## src/rtl/mem_arbiter_n.sv

```systemverilog
// N-port memory arbiter: fixed-priority grant, wait states, burst hold with a beat cap, request-withdraw abort.
// Define ARB_ROUND_ROBIN_EN to rotate the search start below the last completed owner.
module mem_arbiter_n #(
  parameter int NPORTS      = 4,
  parameter int ID_W        = 2,
  parameter int WAIT_CYCLES = 2,
  parameter int MAX_BURST   = 4
) (
  input  logic              clk,
  input  logic              rst,
  input  logic [NPORTS-1:0] read_request,
  input  logic [NPORTS-1:0] write_request,
  input  logic              skip_wait,
  output logic [NPORTS-1:0] grant,
  output logic [ID_W-1:0]   grant_id,
  output logic              memory_sel,
  output logic              rwbar,
  output logic              ready,
  output logic              busy,
  output logic [1:0]        fsm_state
);

  typedef enum logic [1:0] {IDLE = 2'd0, ACCESS = 2'd1, READY = 2'd2} state_t;

  localparam int IDX_W  = $clog2(NPORTS);
  localparam int BEAT_W = $clog2(MAX_BURST + 1);
  localparam logic [3:0]        WAIT_INIT = 4'(WAIT_CYCLES);
  localparam logic [BEAT_W-1:0] BEAT_LAST = BEAT_W'(MAX_BURST - 1);

  state_t            state;
  logic [NPORTS-1:0] req;
  logic [IDX_W-1:0]  win;
  logic [IDX_W-1:0]  owner;
  logic [3:0]        wait_cnt;
  logic [BEAT_W-1:0] beat;
  logic              own_req;
  logic              burst_more;

  assign fsm_state  = state;
  assign req        = read_request | write_request;
  assign owner      = IDX_W'(grant_id);
  assign own_req    = req[owner];
  assign burst_more = own_req && (beat < BEAT_LAST);

`ifdef ARB_ROUND_ROBIN_EN
  logic [ID_W-1:0] last;
  int              idx;

  // Candidates are visited from (last-1) downward with wraparound; the final overwrite is the first candidate.
  always_comb begin
    win = '0;
    idx = 0;
    for (int k = NPORTS - 1; k >= 0; k--) begin
      idx = (int'(last) + 2 * NPORTS - 1 - k) % NPORTS;
      if (req[IDX_W'(idx)]) win = IDX_W'(idx);
    end
  end

  always_ff @(posedge clk) begin
    if (!rst) begin
      last <= '0;
    end else if (state == READY && !burst_more) begin
      last <= grant_id;
    end
  end
`else
  always_comb begin
    win = '0;
    for (int i = 0; i < NPORTS; i++) begin
      if (req[IDX_W'(i)]) win = IDX_W'(i);
    end
  end
`endif

  always_ff @(posedge clk) begin
    if (!rst) begin
      state      <= IDLE;
      grant      <= '0;
      grant_id   <= '0;
      memory_sel <= 1'b0;
      rwbar      <= 1'b1;
      ready      <= 1'b0;
      busy       <= 1'b0;
      beat       <= '0;
      wait_cnt   <= '0;
    end else begin
      ready <= 1'b0;
      case (state)
        IDLE: begin
          if (|req) begin
            state      <= ACCESS;
            grant      <= NPORTS'(1) << win;
            grant_id   <= ID_W'(win);
            memory_sel <= 1'b1;
            rwbar      <= ~write_request[win];
            wait_cnt   <= WAIT_INIT;
            beat       <= '0;
            busy       <= 1'b1;
          end
        end
        ACCESS: begin
          if (!own_req) begin
            // Requester withdrew: drop the bus without completing the beat.
            state      <= IDLE;
            grant      <= '0;
            grant_id   <= '0;
            memory_sel <= 1'b0;
            rwbar      <= 1'b1;
            busy       <= 1'b0;
          end else if (skip_wait || wait_cnt == 4'd0) begin
            state <= READY;
            ready <= 1'b1;
          end else begin
            wait_cnt <= wait_cnt - 4'd1;
          end
        end
        READY: begin
          if (burst_more) begin
            state    <= ACCESS;
            beat     <= beat + 1'b1;
            wait_cnt <= WAIT_INIT;
            rwbar    <= ~write_request[owner];
          end else begin
            state      <= IDLE;
            grant      <= '0;
            grant_id   <= '0;
            memory_sel <= 1'b0;
            rwbar      <= 1'b1;
            busy       <= 1'b0;
          end
        end
        default: state <= IDLE;
      endcase
    end
  end

endmodule

```

## config.mk

```make
export PLATFORM = sky130hd
export DESIGN_NAME = mem_arbiter_n
export DESIGN_NICKNAME = d
export VERILOG_FILES = /design/src/rtl/mem_arbiter_n.sv
export SDC_FILE = /design/constraint.sdc
export NUM_CORES = 1
export LEC_CHECK = 0
export ABC_AREA = 0
export CORE_ASPECT_RATIO = 1.25
export CORE_MARGIN = 2
export CORE_UTILIZATION = 50
export CTS_CLUSTER_DIAMETER = 80
export DETAILED_ROUTE_END_ITERATION = 8
export PLACE_DENSITY_LB_ADDON = 0.2
export SLEW_MARGIN = 0
export SYNTH_ARGS = -nofsm -noshare
export SYNTH_HDL_FRONTEND = slang
export SYNTH_SLANG_ARGS = --single-unit
```

## constraint.sdc

```tcl
create_clock -name clk -period 4.9 [get_ports clk]
set_clock_uncertainty 0.05 [all_clocks]
set_input_delay 0.735 -clock clk [delete_from_list [all_inputs] [get_ports clk]]
set_output_delay 0.735 -clock clk [all_outputs]
set_load 0.01 [all_outputs]
```

## Word-level counts from Yosys, hierarchy flattened

Cells that the tools add are included.

| operators by class | value |
|---|---|
| reductions and logical operators | 13 |
| shift operators | 1 |
| $add $sub $neg | 2 |
| bitwise gates (word level) | 3 |
| mux-type cells | 37 |
| magnitude comparators | 3 |
| equality and inequality tests | 9 |

Operator list:

| operator | number |
|---|---|
| 4-bit 2-to-1 mux | 7 |
| 4-bit case mux with 3 select lines | 2 |
| 1-bit 2-to-1 mux | 12 |
| 2-bit 2-to-1 mux | 6 |
| 2-bit != test, second input constant | 6 |
| 2-bit case mux with 3 select lines | 2 |
| 3-bit AND reduction | 3 |
| 1-bit binary-select mux with 2-bit select | 3 |
| 2-bit by 3-bit less-than comparator with 1-bit output, second input constant | 2 |
| 3-bit 2-to-1 mux | 2 |
| 1-bit case mux with 3 select lines | 2 |
| 3-bit case mux with 2 select lines | 1 |
| 5-bit AND reduction | 1 |
| 4-bit zero test | 1 |
| 4-bit OR | 1 |
| 4-bit AND reduction | 1 |
| 4-bit OR reduction | 1 |
| 1-bit by 2-bit << shifter with 4-bit output, first input constant | 1 |
| 4-bit by 1-bit subtractor with 4-bit output, second input constant | 1 |
| 3-bit by 1-bit adder with 3-bit output, second input constant | 1 |
| 3-bit by 2-bit less-than comparator with 1-bit output, second input constant | 1 |
| 3-bit != test, second input constant | 1 |
| 3-bit nonzero test | 1 |
| 2-bit by 1-bit equality test with 1-bit output, second input constant | 1 |
| other kinds (7) | 8 |

| word-level totals | value |
|---|---|
| register bits after elaboration | 18 |

## Depth between registers and ports, before layout

| depth | value |
|---|---|
| word-level depth | 7 |
| depth in mapped cells | 8 |
| mapped depth without buffers | 7 |

## Worst setup path before layout

Ideal clock, no wire load.

| timing path | value |
|---|---|
| kind | input to register |
| start | input skip_wait |
| end | register wait_cnt[3] |
| path slack | 2.546 ns |
| setup time | 0.092 ns |
| buffers on the path | 1 |
| data arrival time | 2.212 ns |
| cell stages on the path | 5 |
| cells stage by stage | o41a_1 or4b_1 clkbuf_2 or2_0 o32ai_1 |

| between the ends | value |
|---|---|
| cells in the longest elaborated chain, start to end | 3 |

Ends and longest elaborated chain:

| item | RTL line | RTL |
|---|---|---|
| start, declared | 13 | `input logic skip_wait,` |
| 1-bit logical OR | 110 | `end else if (skip_wait \|\| wait_cnt == 4'd0) begin` |
| 2-bit != test (no source line) | n/a |  |
| 5-bit AND reduction (no source line) | n/a |  |
| end signal, assigned | 114 | `wait_cnt <= wait_cnt - 4'd1;` |
| end, declared | 34 | `logic [3:0] wait_cnt;` |

Every way passes these cells.
A chain may end at the register's enable or synchronous reset.

## Worst setup path after layout

| timing path | value |
|---|---|
| start | input write_request[1] |
| end | register wait_cnt[3] |

| between the ends | value |
|---|---|
| cells in the longest elaborated chain, start to end | 6 |
| elaborated cells on any way between the ends | 9 |
| those cells by class | 3 x eq/ne; 2 x mux; 1 x bitwise; 3 x reduce/logical |

Ends and longest elaborated chain:

| item | RTL line | RTL |
|---|---|---|
| start, declared | 12 | `input logic [NPORTS-1:0] write_request,` |
| 4-bit OR (*) | 40 | `assign req = read_request \| write_request;` |
| 1-bit binary-select mux with 2-bit select | 42 | `assign own_req = req[owner];` |
| 1-bit 2-to-1 mux (not written as such) | 42 |  |
| 1-bit logical AND | 43 | `assign burst_more = own_req && (beat < BEAT_LAST);` |
| 2-bit != test (no source line) | n/a |  |
| 5-bit AND reduction (no source line) (*) | n/a |  |

Every way passes the cells marked *; elsewhere a longest branch is shown, timed or not. The select of a mux whose other input is x is not followed.

==> run summary <==
Clock sink total - 14
Clock transition at path regs - 0.09 ns
Clk Latency, worst-skew pair - 0.29 ns
Port bufs - 19
Initial antenna violation count - 0
Status - complete, no violations
Vias post-DR - 811
Post-CTS Hold Fix Bufs - 0
Slew headroom - 54.0%
Routed via count divided by cell count - 5.71
Ys flop type - dfxtp_1
Leak pwr - 0.469 nW
# H-tree levels - 1
Post-CTS Setup Inserts - 0
DIE WIDTH - 41.3 um
Fillers - 133
# setup viols final - 0
Post-DP HPWL - 1470 um
Routability-driven placement congestion ratio - 0.796
Mapped Cells - 107
DRT iter0 DRCs - 16
Synth Warn # - 0
Starting Density - 54.4%
# IOs - 23
Fraction of layout cells with a size suffix above 1 - 4.84%
CP Max Fanout - 6
CTS Root Cell - clkbuf_4
Die Y - 50.7 um
Netlist cell types - 37
Final hold violations - 0
Fin crit share - 57.0%
Top cell type by total area after synthesis - dfxtp_1
Crit. End Element - register
RSZ-0062 raised after global routing - no
Max Root-Sink Buffers - 2
Nets - 142
Drt first pass iters - 4
Worst hold path class - reg2reg
Crit start category - input port
Top post-synthesis cells by count - dfxtp_1 (14), inv_1 (12), nor2_1 (11)
Largest net degree at the start of global routing - 12
WP data arrival - 2.95 ns
Mean post-synth cell area - 8.14 um2
Finished Cell Area - 1080 um2
Worst-Margin Slew - 0.684 ns
Post-cts gate resize count - 0
Crit-path cells - clkdlybuf4s50_1, nor3b_4, o41a_1, or4b_1, or2_0, o32ai_1
Crit path time final - 2.79 ns
Maximum VDD drop - 0.249 mV
DRT antenna net count - 0
Synthesis-to-finish area growth - 23.7%
Routed WL per cell - 13.6 um
Core area - 1600 um2
CTS tree - yes
Crit Path Class - in2reg
GR Overflow Total - 0
Vias in the first global route - 738
CTS Buf Count - 3
Std cell rows - 16
Post-Syn Area - 871 um2
Area of the die - 2090 um2
WP data required - 5.05 ns
Share of the synthesized area in the top cell type - 32.2%
Top-count cell post-synth - dfxtp_1
Power per Cell Area - 466 nW/um2
Post-DP Area - 1040 um2
Residual DRC - 0
Fmax - 0.358 GHz
Max-cap check violation count - 0
Reg2Reg Depth - 7
Fin. max-slew vios - 0
WHS Path Cells - 2
# diodes - 0
Power Total - 0.502 mW
Area contributors post-synth - dfxtp_1 (32%), ha_1 (8.6%), mux2i_1 (5.7%)
Crit path largest cell delay - 0.62 ns
Final wirelength - 1930 um
Asr flop ratio synth - 0%
Number of synthesized flops with an enable pin - 0
Total track usage - 21.3%
Register area share after synthesis - 32.2%
Setup TNS - 0 ns
Crit-path slowest cell - or4b_1
First-pass GRT wire length - 3060 um
Register bit count reported by yosys - 14
## registers in the layout (all words and copies together) (netlist names)
signal and flops:
grant 2, ready 1, wait_cnt 4, rwbar 1, busy 1, fsm_state 2
beat 3
## final timing paths
path / slack [ns] / start / end
worst max-delay path: 2.11 / write_request[1] / wait_cnt[3]
worst min-delay path: 0.42 / grant[0] / grant[0]
worst max register to register: 2.39 / wait_cnt[0] / wait_cnt[3]
worst min register to register: 0.42 / grant[0] / grant[0]
## layer usage
layer | share of wire [%] | GRT usage [%] | wire [um]
met3 | 4.5 | 2.65 | 87
met1 | 42 | 24.6 | 801
met4 | 2.2 | 11.8 | 43
met2 | 52 | 35.2 | 998
met5 | 0 | 0 | 0
## placed cells by master, fill, tap and decap left out, drive strengths merged
cell           count
a22oi              1
o21ai              2
o32ai              1
mux2i              5
o21bai             1
or4b               1
a211o              2
a211oi             1
conb               3
nor2              11
ha                 6
a21oi              7
a21o               1
o41a               1
clkdlybuf4s50     19
a31oi              1
nor4b              1
inv               12
and3               1
clkbuf             4
nand3b             1
nor4               2
nand2b             2
o31ai              1
nand2              7
nor3b              2
or2                1
nand3              1
o22ai              1
nor3               4
or3                3
o221a              1
o211ai             2
dfxtp             14
nor2b              1
## critical path, delay by kind of cell
family	cells	cell delay (ns)
AND/OR/NAND/NOR	3	0.99
AO/OA/AOI/OAI	2	0.66
buffers and inverters	1	0.56
## logic make-up (layout without fill, tap and decap cells)
kind of cell,count (synthesis),count (layout),share of synthesized area [%]
simple gates,38,38,23.9
compound gates,23,23,18.2
buf+inv,20,35,10.9
flops,14,14,32.2
fa+ha+maj,6,6,8.62
mux,5,5,5.75
other cells,1,3,0.431
## through the flow
stage / instances / hold slack [ns] / util (%) / setup slack [ns]
floorplan: 109 / 0.400 / - / 2.55
global placement: 138 / 0.394 / 65.0 / 1.91
detailed placement: 138 / 0.402 / 65.0 / 1.81
CTS: 142 / 0.418 / 67.3 / 2.12
global route: 142 / 0.435 / 67.3 / 2.03
finish: 142 / 0.419 / 67.3 / 2.11
## cell type report
type / instances / area [um2] / share of cell area [%]
flip-flops and latches: 14 / 280 / 26.0
multi-input cells: 75 / 503 / 46.7
clock buffers: 4 / 36.3 / 3.37
well taps: 18 / 22.5 / 2.09
inverters: 12 / 45.0 / 4.18
repair buffers: 19 / 190 / 17.7
## power breakdown
part / internal [mW] / total (mW) / switching (mW)
Clock: 0.0453 / 0.0861 / 0.0409
Sequential: 0.141 / 0.163 / 0.0224
Combinational: 0.124 / 0.253 / 0.128
Total: 0.311 / 0.502 / 0.192
No activity file was read; power rests on OpenSTA's default activity.
